--- config.mk ---
export PLATFORM = sky130hd
export DESIGN_NAME = hazard_control_unit
export DESIGN_NICKNAME = d
export VERILOG_FILES = /design/src/rtl/hazard_control_unit.sv
export SDC_FILE = /design/constraint.sdc
export NUM_CORES = 1
export LEC_CHECK = 0
export CORE_MARGIN = 3
export CORE_UTILIZATION = 35
export CTS_CLUSTER_DIAMETER = 100
export DETAILED_ROUTE_END_ITERATION = 16
export PLACE_DENSITY_LB_ADDON = 0.12
export SLEW_MARGIN = 20
export SYNTH_ARGS = -nofsm -noshare
export SYNTH_HDL_FRONTEND = slang
export SYNTH_SLANG_ARGS = --single-unit
--- constraint.sdc ---
create_clock -name clk -period 1.63 [get_ports clk]
set_input_delay 0.326 -clock clk [delete_from_list [all_inputs] [get_ports clk]]
set_output_delay 0.326 -clock clk [all_outputs]
set_load 0.01 [all_outputs]
--- src/rtl/hazard_control_unit.sv ---
// -----------------------------------------------------------------------------
// hazard_control_unit
//
// Purpose:
//   Pipeline sequencer that works alongside the forwarding network. It
//   handles three jobs:
//     - inserts bubbles for load-use hazards that forwarding cannot cover;
//     - freezes the front of the pipe while a multi-cycle EX operation runs,
//       with a watchdog that forces an exit;
//     - flushes IF/ID and ID/EX when a branch resolved in EX is taken.
//   Control outputs are combinational from the state and inputs. Only the
//   FSM state, the shared wait counter and the mc_timeout pulse are registered.
//
// Parameters:
//   LOAD_STALL_CYCLES : bubbles inserted per load-use hazard (1..4)
//   MC_TIMEOUT        : max MC_WAIT cycles before forced exit (>=2)
//
// Ports:
//   clk, rst                    : clock (rising edge), async active-high reset
//   rs1_id, rs2_id              : source register addresses of the ID instr
//   uses_rs1_id, uses_rs2_id    : ID instruction actually reads rs1 / rs2
//   rd_ex, MemRead_ex           : destination address / is-load flag in EX
//   branch_taken_ex             : branch/jump in EX resolved taken
//   mc_start_ex, mc_done        : multi-cycle op start pulse / result valid
//   pc_write, ifid_write        : PC and IF/ID enables
//   ifid_flush, idex_bubble     : clear IF/ID, inject NOP into ID/EX
//   ex_hold, exmem_bubble       : freeze ID/EX + EX inputs, NOP into EX/MEM
//   mc_timeout                  : registered 1-cycle pulse on watchdog exit
//   state                       : 00 RUN, 01 LD_STALL, 10 MC_WAIT
//
// Optional feature (macro HAZARD_PERF_CNT_EN):
//   stall_cycles [31:0] : saturating count of cycles with pc_write=0
//   flush_count  [31:0] : saturating count of ifid_flush cycles in RUN or
//                         LD_STALL
//   Both clear on rst. Without the macro these ports and their logic are
//   absent.
// -----------------------------------------------------------------------------

// Simulation-only checker: flags illegal input combinations and illegal states.
module hazard_control_unit_chk (
  input logic       clk,
  input logic       rst,
  input logic       mc_start_ex,
  input logic       branch_taken_ex,
  input logic [1:0] state
);

  // mc_start_ex and branch_taken_ex must never arrive together
  a_no_start_with_branch: assert property (
    @(posedge clk) disable iff (rst) !(mc_start_ex && branch_taken_ex)
  ) else $error("hazard_control_unit: mc_start_ex with branch_taken_ex");

  // the unused encoding 2'b11 must never be reached
  a_legal_state: assert property (
    @(posedge clk) disable iff (rst) (state != 2'b11)
  ) else $error("hazard_control_unit: illegal state encoding");

endmodule

module hazard_control_unit #(
  parameter int LOAD_STALL_CYCLES = 1,
  parameter int MC_TIMEOUT        = 64
) (
  input  logic       clk,
  input  logic       rst,
  input  logic [4:0] rs1_id,
  input  logic [4:0] rs2_id,
  input  logic       uses_rs1_id,
  input  logic       uses_rs2_id,
  input  logic [4:0] rd_ex,
  input  logic       MemRead_ex,
  input  logic       branch_taken_ex,
  input  logic       mc_start_ex,
  input  logic       mc_done,
  output logic       pc_write,
  output logic       ifid_write,
  output logic       ifid_flush,
  output logic       idex_bubble,
  output logic       ex_hold,
  output logic       exmem_bubble,
  output logic       mc_timeout,
  output logic [1:0] state
`ifdef HAZARD_PERF_CNT_EN
  ,
  output logic [31:0] stall_cycles,
  output logic [31:0] flush_count
`endif
);

  // One counter serves both wait states, so it is sized for the larger range.
  localparam int CNT_W = $clog2(MC_TIMEOUT + 1);

  localparam logic [CNT_W-1:0] CNT_ZERO = CNT_W'(0);
  localparam logic [CNT_W-1:0] CNT_ONE  = CNT_W'(1);
  localparam logic [CNT_W-1:0] LD_LAST  = CNT_W'(LOAD_STALL_CYCLES - 1);
  localparam logic [CNT_W-1:0] MC_LAST  = CNT_W'(MC_TIMEOUT - 1);

  typedef enum logic [1:0] {
    ST_RUN      = 2'b00,
    ST_LD_STALL = 2'b01,
    ST_MC_WAIT  = 2'b10
  } state_e;

  state_e           state_q, state_d;
  logic [CNT_W-1:0] cnt_q, cnt_d;
  logic             mc_timeout_q, mc_timeout_d;
  logic             load_use_s;

  // A load whose destination is read by the ID instruction; x0 never hazards.
  assign load_use_s = MemRead_ex && (rd_ex != 5'd0) &&
                      ((uses_rs1_id && (rd_ex == rs1_id)) ||
                       (uses_rs2_id && (rd_ex == rs2_id)));

  // State register, shared wait counter and watchdog pulse register.
  always_ff @(posedge clk or posedge rst) begin
    if (rst) begin
      state_q      <= ST_RUN;
      cnt_q        <= CNT_ZERO;
      mc_timeout_q <= 1'b0;
    end else begin
      state_q      <= state_d;
      cnt_q        <= cnt_d;
      mc_timeout_q <= mc_timeout_d;
    end
  end

  // Next-state logic and combinational pipeline controls.
  always_comb begin
    state_d      = state_q;
    cnt_d        = cnt_q;
    mc_timeout_d = 1'b0;
    pc_write     = 1'b1;
    ifid_write   = 1'b1;
    ifid_flush   = 1'b0;
    idex_bubble  = 1'b0;
    ex_hold      = 1'b0;
    exmem_bubble = 1'b0;

    case (state_q)
      ST_RUN: begin
        if (mc_start_ex) begin
          // Multi-cycle start outranks everything, including a taken branch.
          pc_write     = 1'b0;
          ifid_write   = 1'b0;
          ex_hold      = 1'b1;
          exmem_bubble = 1'b1;
          state_d      = ST_MC_WAIT;
          cnt_d        = CNT_ZERO;
        end else if (branch_taken_ex) begin
          ifid_flush  = 1'b1;
          idex_bubble = 1'b1;
        end else if (load_use_s) begin
          pc_write    = 1'b0;
          ifid_write  = 1'b0;
          idex_bubble = 1'b1;
          // This cycle is the first bubble; extra bubbles come from LD_STALL.
          if (LOAD_STALL_CYCLES > 1) begin
            state_d = ST_LD_STALL;
            cnt_d   = CNT_ONE;
          end else begin
            state_d = ST_RUN;
          end
        end else begin
          state_d = ST_RUN;
        end
      end

      ST_LD_STALL: begin
        if (branch_taken_ex) begin
          // The stalled ID instruction is on the wrong path: flush it and
          // let the PC take the branch target.
          pc_write    = 1'b1;
          ifid_write  = 1'b0;
          ifid_flush  = 1'b1;
          idex_bubble = 1'b1;
          state_d     = ST_RUN;
          cnt_d       = CNT_ZERO;
        end else begin
          pc_write    = 1'b0;
          ifid_write  = 1'b0;
          idex_bubble = 1'b1;
          if (cnt_q == LD_LAST) begin
            state_d = ST_RUN;
            cnt_d   = CNT_ZERO;
          end else begin
            cnt_d = cnt_q + CNT_ONE;
          end
        end
      end

      ST_MC_WAIT: begin
        // EX is frozen here, so branch_taken_ex cannot be genuine and is ignored.
        if (mc_done) begin
          state_d = ST_RUN;
          cnt_d   = CNT_ZERO;
        end else begin
          pc_write     = 1'b0;
          ifid_write   = 1'b0;
          ex_hold      = 1'b1;
          exmem_bubble = 1'b1;
          if (cnt_q == MC_LAST) begin
            // Watchdog: the MC_TIMEOUT-th wait cycle without a result.
            state_d      = ST_RUN;
            cnt_d        = CNT_ZERO;
            mc_timeout_d = 1'b1;
          end else begin
            cnt_d = cnt_q + CNT_ONE;
          end
        end
      end

      default: begin
        // Unreachable encoding: squash the front end and recover to RUN.
        pc_write    = 1'b0;
        ifid_write  = 1'b0;
        ifid_flush  = 1'b1;
        idex_bubble = 1'b1;
        state_d     = ST_RUN;
        cnt_d       = CNT_ZERO;
      end
    endcase

    // Reset is asynchronous, so the controls switch to their reset values
    // without waiting for a clock edge.
    if (rst) begin
      pc_write     = 1'b0;
      ifid_write   = 1'b0;
      ifid_flush   = 1'b1;
      idex_bubble  = 1'b1;
      ex_hold      = 1'b0;
      exmem_bubble = 1'b0;
    end else begin
      pc_write     = pc_write;
      ifid_write   = ifid_write;
    end
  end

  assign mc_timeout = mc_timeout_q;
  assign state      = state_q;

`ifdef HAZARD_PERF_CNT_EN
  logic [31:0] stall_cycles_q;
  logic [31:0] flush_count_q;
  logic        flush_in_scope_s;

  assign flush_in_scope_s = ifid_flush &&
                            ((state_q == ST_RUN) || (state_q == ST_LD_STALL));

  // Saturating performance counters.
  always_ff @(posedge clk or posedge rst) begin
    if (rst) begin
      stall_cycles_q <= 32'd0;
      flush_count_q  <= 32'd0;
    end else begin
      if (!pc_write && (stall_cycles_q != 32'hFFFF_FFFF)) begin
        stall_cycles_q <= stall_cycles_q + 32'd1;
      end
      if (flush_in_scope_s && (flush_count_q != 32'hFFFF_FFFF)) begin
        flush_count_q <= flush_count_q + 32'd1;
      end
    end
  end

  assign stall_cycles = stall_cycles_q;
  assign flush_count  = flush_count_q;
`endif

  hazard_control_unit_chk u_chk (
    .clk             (clk),
    .rst             (rst),
    .mc_start_ex     (mc_start_ex),
    .branch_taken_ex (branch_taken_ex),
    .state           (state)
  );

endmodule
# Yosys cells after proc, flatten, opt, wreduce, memory -nomap -nowiden
# Cells that the tools add are included.
# totals
elab_cells	59
regBits	10
out_inout_bits	9
in_bits	23
# op_classes
addsub	1
n_reduce_logical	9
eq_ne	9
muxes	37
# ops
operator	count
$mux 7	5
$pmux 7 s3	1
$mux 1	19
$mux 2	6
$eq 5x5->1	2
$ne 3x3->1 const B	3
$add 7x1->7 const B	1
$eq 7x6->1 const B	1
$logic_not 7->1	1
$pmux 1 s2	3
$pmux 1 s3	2
$pmux 2 s3	1
$reduce_bool 5->1	1
$logic_and 1x1->1	4
$reduce_and 3->1	1
$eq 2x1->1 const B	1
$eq 2x2->1 const B	1
$logic_not 2->1	1
$ne 2x2->1 const B	1
$logic_or 1x1->1	1

# Depth between registers and ports, before layout
# logic_depth
depth_word	9
depth_mapped	6
ltp_nobuf	5

# Least setup slack after synthesis
# Ideal clock, no wire load.
# synth_path
kind	in2out
from	input port rd_ex[4]
to	output port pc_write
path_slack_ns	-0.149
required_ns	1.304
n_path_buf	1
path_stages	5
t_arrival_ns	1.453
cell_sequence	xor2_1 -> nor4_2 -> a32oi_1 -> o41a_1 -> buf_4
# synth_between
elab_chain_len	9
word_cells_on_any_way	13
cone_classes	2 x eq/ne; 5 x mux; 6 x reduce/logical
# synth_lines
element	line_no	source
start, declared	70	input logic [4:0] rd_ex,
$eq 5x5->1, on equally long branches	111, 112	
$logic_and 1x1->1, on equally long branches	111, 112	
$logic_or 1x1->1	111	((uses_rs1_id && (rd_ex == rs1_id)) ||
$logic_and 1x1->1 (*)	110	assign load_use_s = MemRead_ex && (rd_ex != 5'd0) &&
$mux 1 (*)	152	end else if (load_use_s) begin
$mux 1 (*)	149	end else if (branch_taken_ex) begin
$mux 1 (*)	141	if (mc_start_ex) begin
$pmux 1 s3 (*)	139	case (state_q)
$mux 1 (*)	225	if (rst) begin
end, declared	75	output logic pc_write,
# Every way passes the cells marked *; elsewhere a longest branch is shown, timed or not.

# Worst setup path after layout
# layout_path
from	input port rs1_id[4]
to	output port pc_write
# layout_between
elab_chain_len	9
# layout_lines
element	line_no	source
start, declared	66	input logic [4:0] rs1_id,
$eq 5x5->1	111	
$logic_and 1x1->1	111	
$logic_or 1x1->1	111	
$logic_and 1x1->1	110	
$mux 1	152	
$mux 1	149	
$mux 1	141	
$pmux 1 s3	139	
$mux 1	225	
# No other way between the ends.

==> results_dict.tcl <==
set metrics [dict create \
    timing.hold.ws_ps 158.5 \
    drc_errors 0 \
    rsz0062_at_grt "true" \
    dpl_worst_slack_ps -1123 \
    wl_per_cell_microns 13.81 \
    clock-sinks 9 \
    arrival_ps 1680 \
    grt_max_degree 10 \
    finClkSkew_ps 0.8129 \
    ant_nets 0 \
    yosys.area.top_type_share_pct 35.71 \
    crit_required_ps 1300 \
    start_util_pct 39.56 \
    clockBufferDepth 2 \
    fp-row-count 14 \
    timing.final.crit_period_ps 2011 \
    critical_path_class "in2out" \
    peakVddDrop_uv 648.4 \
    hp-class "in2async" \
    status "complete, but fails checks" \
    firstDrtPassIters 4 \
    vias 709 \
    grt_pass1_vias 733 \
    p_leak_nw 0.5420 \
    slew_violations 0 \
    synth_area_sq_um 630.6 \
    violations "setup timing" \
    reg2reg_setup_slack_ps 80 \
    hold_viol 0 \
    cap_violations 0 \
    yosys_warnings 0 \
    clockRootBuffer "clkbuf_4" \
    io_buffers 30 \
    drt_iter0_drc 5 \
    yosys_register_bits 9 \
    grt_pass1_wl_microns 3222 \
    drive_above_1_share_pct 39.67 \
    synth-seq-area-share_pct 35.71 \
    grt_usage_pct 17.80 \
    m1WireLength_microns 801 \
    top_layer "met4" \
    synth_cell_types 30 \
    gr-total-overflow 0 \
    area_growth_pct 83.14 \
    antenna_found_initial 0 \
    avgSynthCellArea_sq_um 8.758 \
    syn_inst 72 \
    wl_microns 2003 \
    cts_tree "built" \
    synth_fp_nets 96 \
    pin_count 32 \
    die_y_microns 48.45 \
    yosysTopAreaCell "dfrtp_1" \
    synth_area_leaders "dfrtp_1 36%, xor2_1 13%, o21ai_0 5.6%, buf_4 3.6%, a21oi_1 3.2%" \
    fin_crit_sh_pct 123.4 \
    ff2ff_path_depth 6 \
    clk_latency_ps 270 \
    power.density_nw_per_um2 607.4 \
    crit_path_end_kind "output pin" \
    setup_viol 3 \
    numCtsBuffers 3 \
    worst_slack_ps -380.9 \
    cts_hold_buf 0 \
    diodes 0 \
    die_area_sq_um 2347 \
    design.core.area_sq_um 1594 \
    max_freq_mhz 497.3 \
    dr_wl_met2_microns 1027 \
    crit_fanout 2 \
    timing.rr.start "state[1]" \
    die_x_microns 48.45 \
    viasPerCell 4.890 \
    cts_max_level 1 \
    postPlaceCellArea_sq_um 1032 \
    fin_area_sq_um 1155 \
    fin_setup_tns_ps -1102 \
    wl_met3_microns 128 \
    r2r-end "cnt_q[5]" \
    dp_hpwl_microns 1445 \
    layout.nets 146 \
    critPathLaunchType "input port" \
    path_clk_slew_ps 60 \
    place_congestion 0.8153 \
]
placed cells by master, fill, tap and decap left out, drive strengths merged, types with 3 or more instances in the layout:
cell type / n
a21oi: 4
nand2: 3
buf: 31
nor2: 5
dlygate4sd2: 5
clkdlybuf4s15: 5
o21ai: 7
xor2: 9
clkdlybuf4s50: 7
dfrtp: 9
inv: 5
clkbuf: 4
metal layers:
metal  vias to the layer above  global-route usage [%]
met1                       327                   21.00
met4                         0                   4.739
met2                        29                   31.19
met3                         6                   5.521
li1                        347                       -
met5                         -                       0
power breakdown:
part / switching, mW / total [mW] / internal, mW
Combinational: 0.121 / 0.276 / 0.155
Clock: 0.0846 / 0.179 / 0.0948
Sequential: 0.0110 / 0.246 / 0.235
kinds of logic after synthesis:
logic type / synth area share (%)
compound gates: 17.46
simple gates: 20.24
flops: 35.71
fa+ha+maj: 1.984
xor+xnor: 15.28
mux: 1.587
other cells: 0.5947
buf+inv: 7.142
worst max path at each step:
stage	startpoint	end	slack, ps	depth (start not counted)
after floorplan	rd_ex[4]	pc_write	-150	5
after global placement	rd_ex[4]	idex_bubble	-1020	6
after detailed placement	rd_ex[4]	idex_bubble	-1120	6
after CTS	rs2_id[2]	pc_write	-380	6
after global routing	rs2_id[2]	pc_write	-460	6
final	rs1_id[4]	pc_write	-380	6
what timing repair did:
item | CTS | global route
buffers inserted | 4 | 2
pin swaps | 16 | 1
setup endpoints to repair | 7 | 9
cloned | 0 | 0
resized for setup | 82 | 8
final cells by class:
cell class,instances,area (sq um)
Tap cell,24,30.03
Inverter,5,18.77
Multi-Input combinational cell,54,440.4
Sequential cell,9,225.2
Clock buffer,4,26.28
Timing Repair Buffer,49,414.1
Fill cell,117,439.2
worst max-delay path: stages:
cell and delay, ps:
dlygate4sd2_1 230, xor2_1 140, nor4_1 270, a32oi_1 120
o41a_1 450, buf_2 150
synth_stat cells:
cell type and number:
nand3_1 2, and2_0 1, nor2b_1 1, inv_1 5, nor4_2 1, or4_1 2
xnor2_1 2, xor2_1 9, nor3_1 2, nor2_1 5, ha_1 1, and2_1 1
a22o_1 2, nand2b_1 1, conb_1 1, a21oi_1 4, a32oi_1 1, nand4_1 1
buf_4 3, dfrtp_1 9, mux2i_1 1, nand2_1 3, o41ai_1 1, o41a_1 1
a41oi_1 1, and3_1 1, or2_2 1, o21ai_0 7, nor4_1 1, clkbuf_1 1
flip-flops by register name (all words and copies together), names as in the netlist:
name,cells
mc_timeout,1
state,1
cnt_q,7
stage by stage:
| stage | util, % | power (mW) | cells |
|---|---|---|---|
| 2_1_floorplan | - | 0.3426 | 72 |
| 3_3_place_gp | 64.76 | 0.4868 | 135 |
| 3_5_place_dp | 64.76 | 0.4922 | 135 |
| 4_1_cts | 69.62 | 0.6811 | 143 |
| 5_1_grt | 72.45 | 0.7528 | 145 |
| 6_report | 72.45 | 0.7015 | 145 |
No activity file was read; power rests on OpenSTA's default activity.
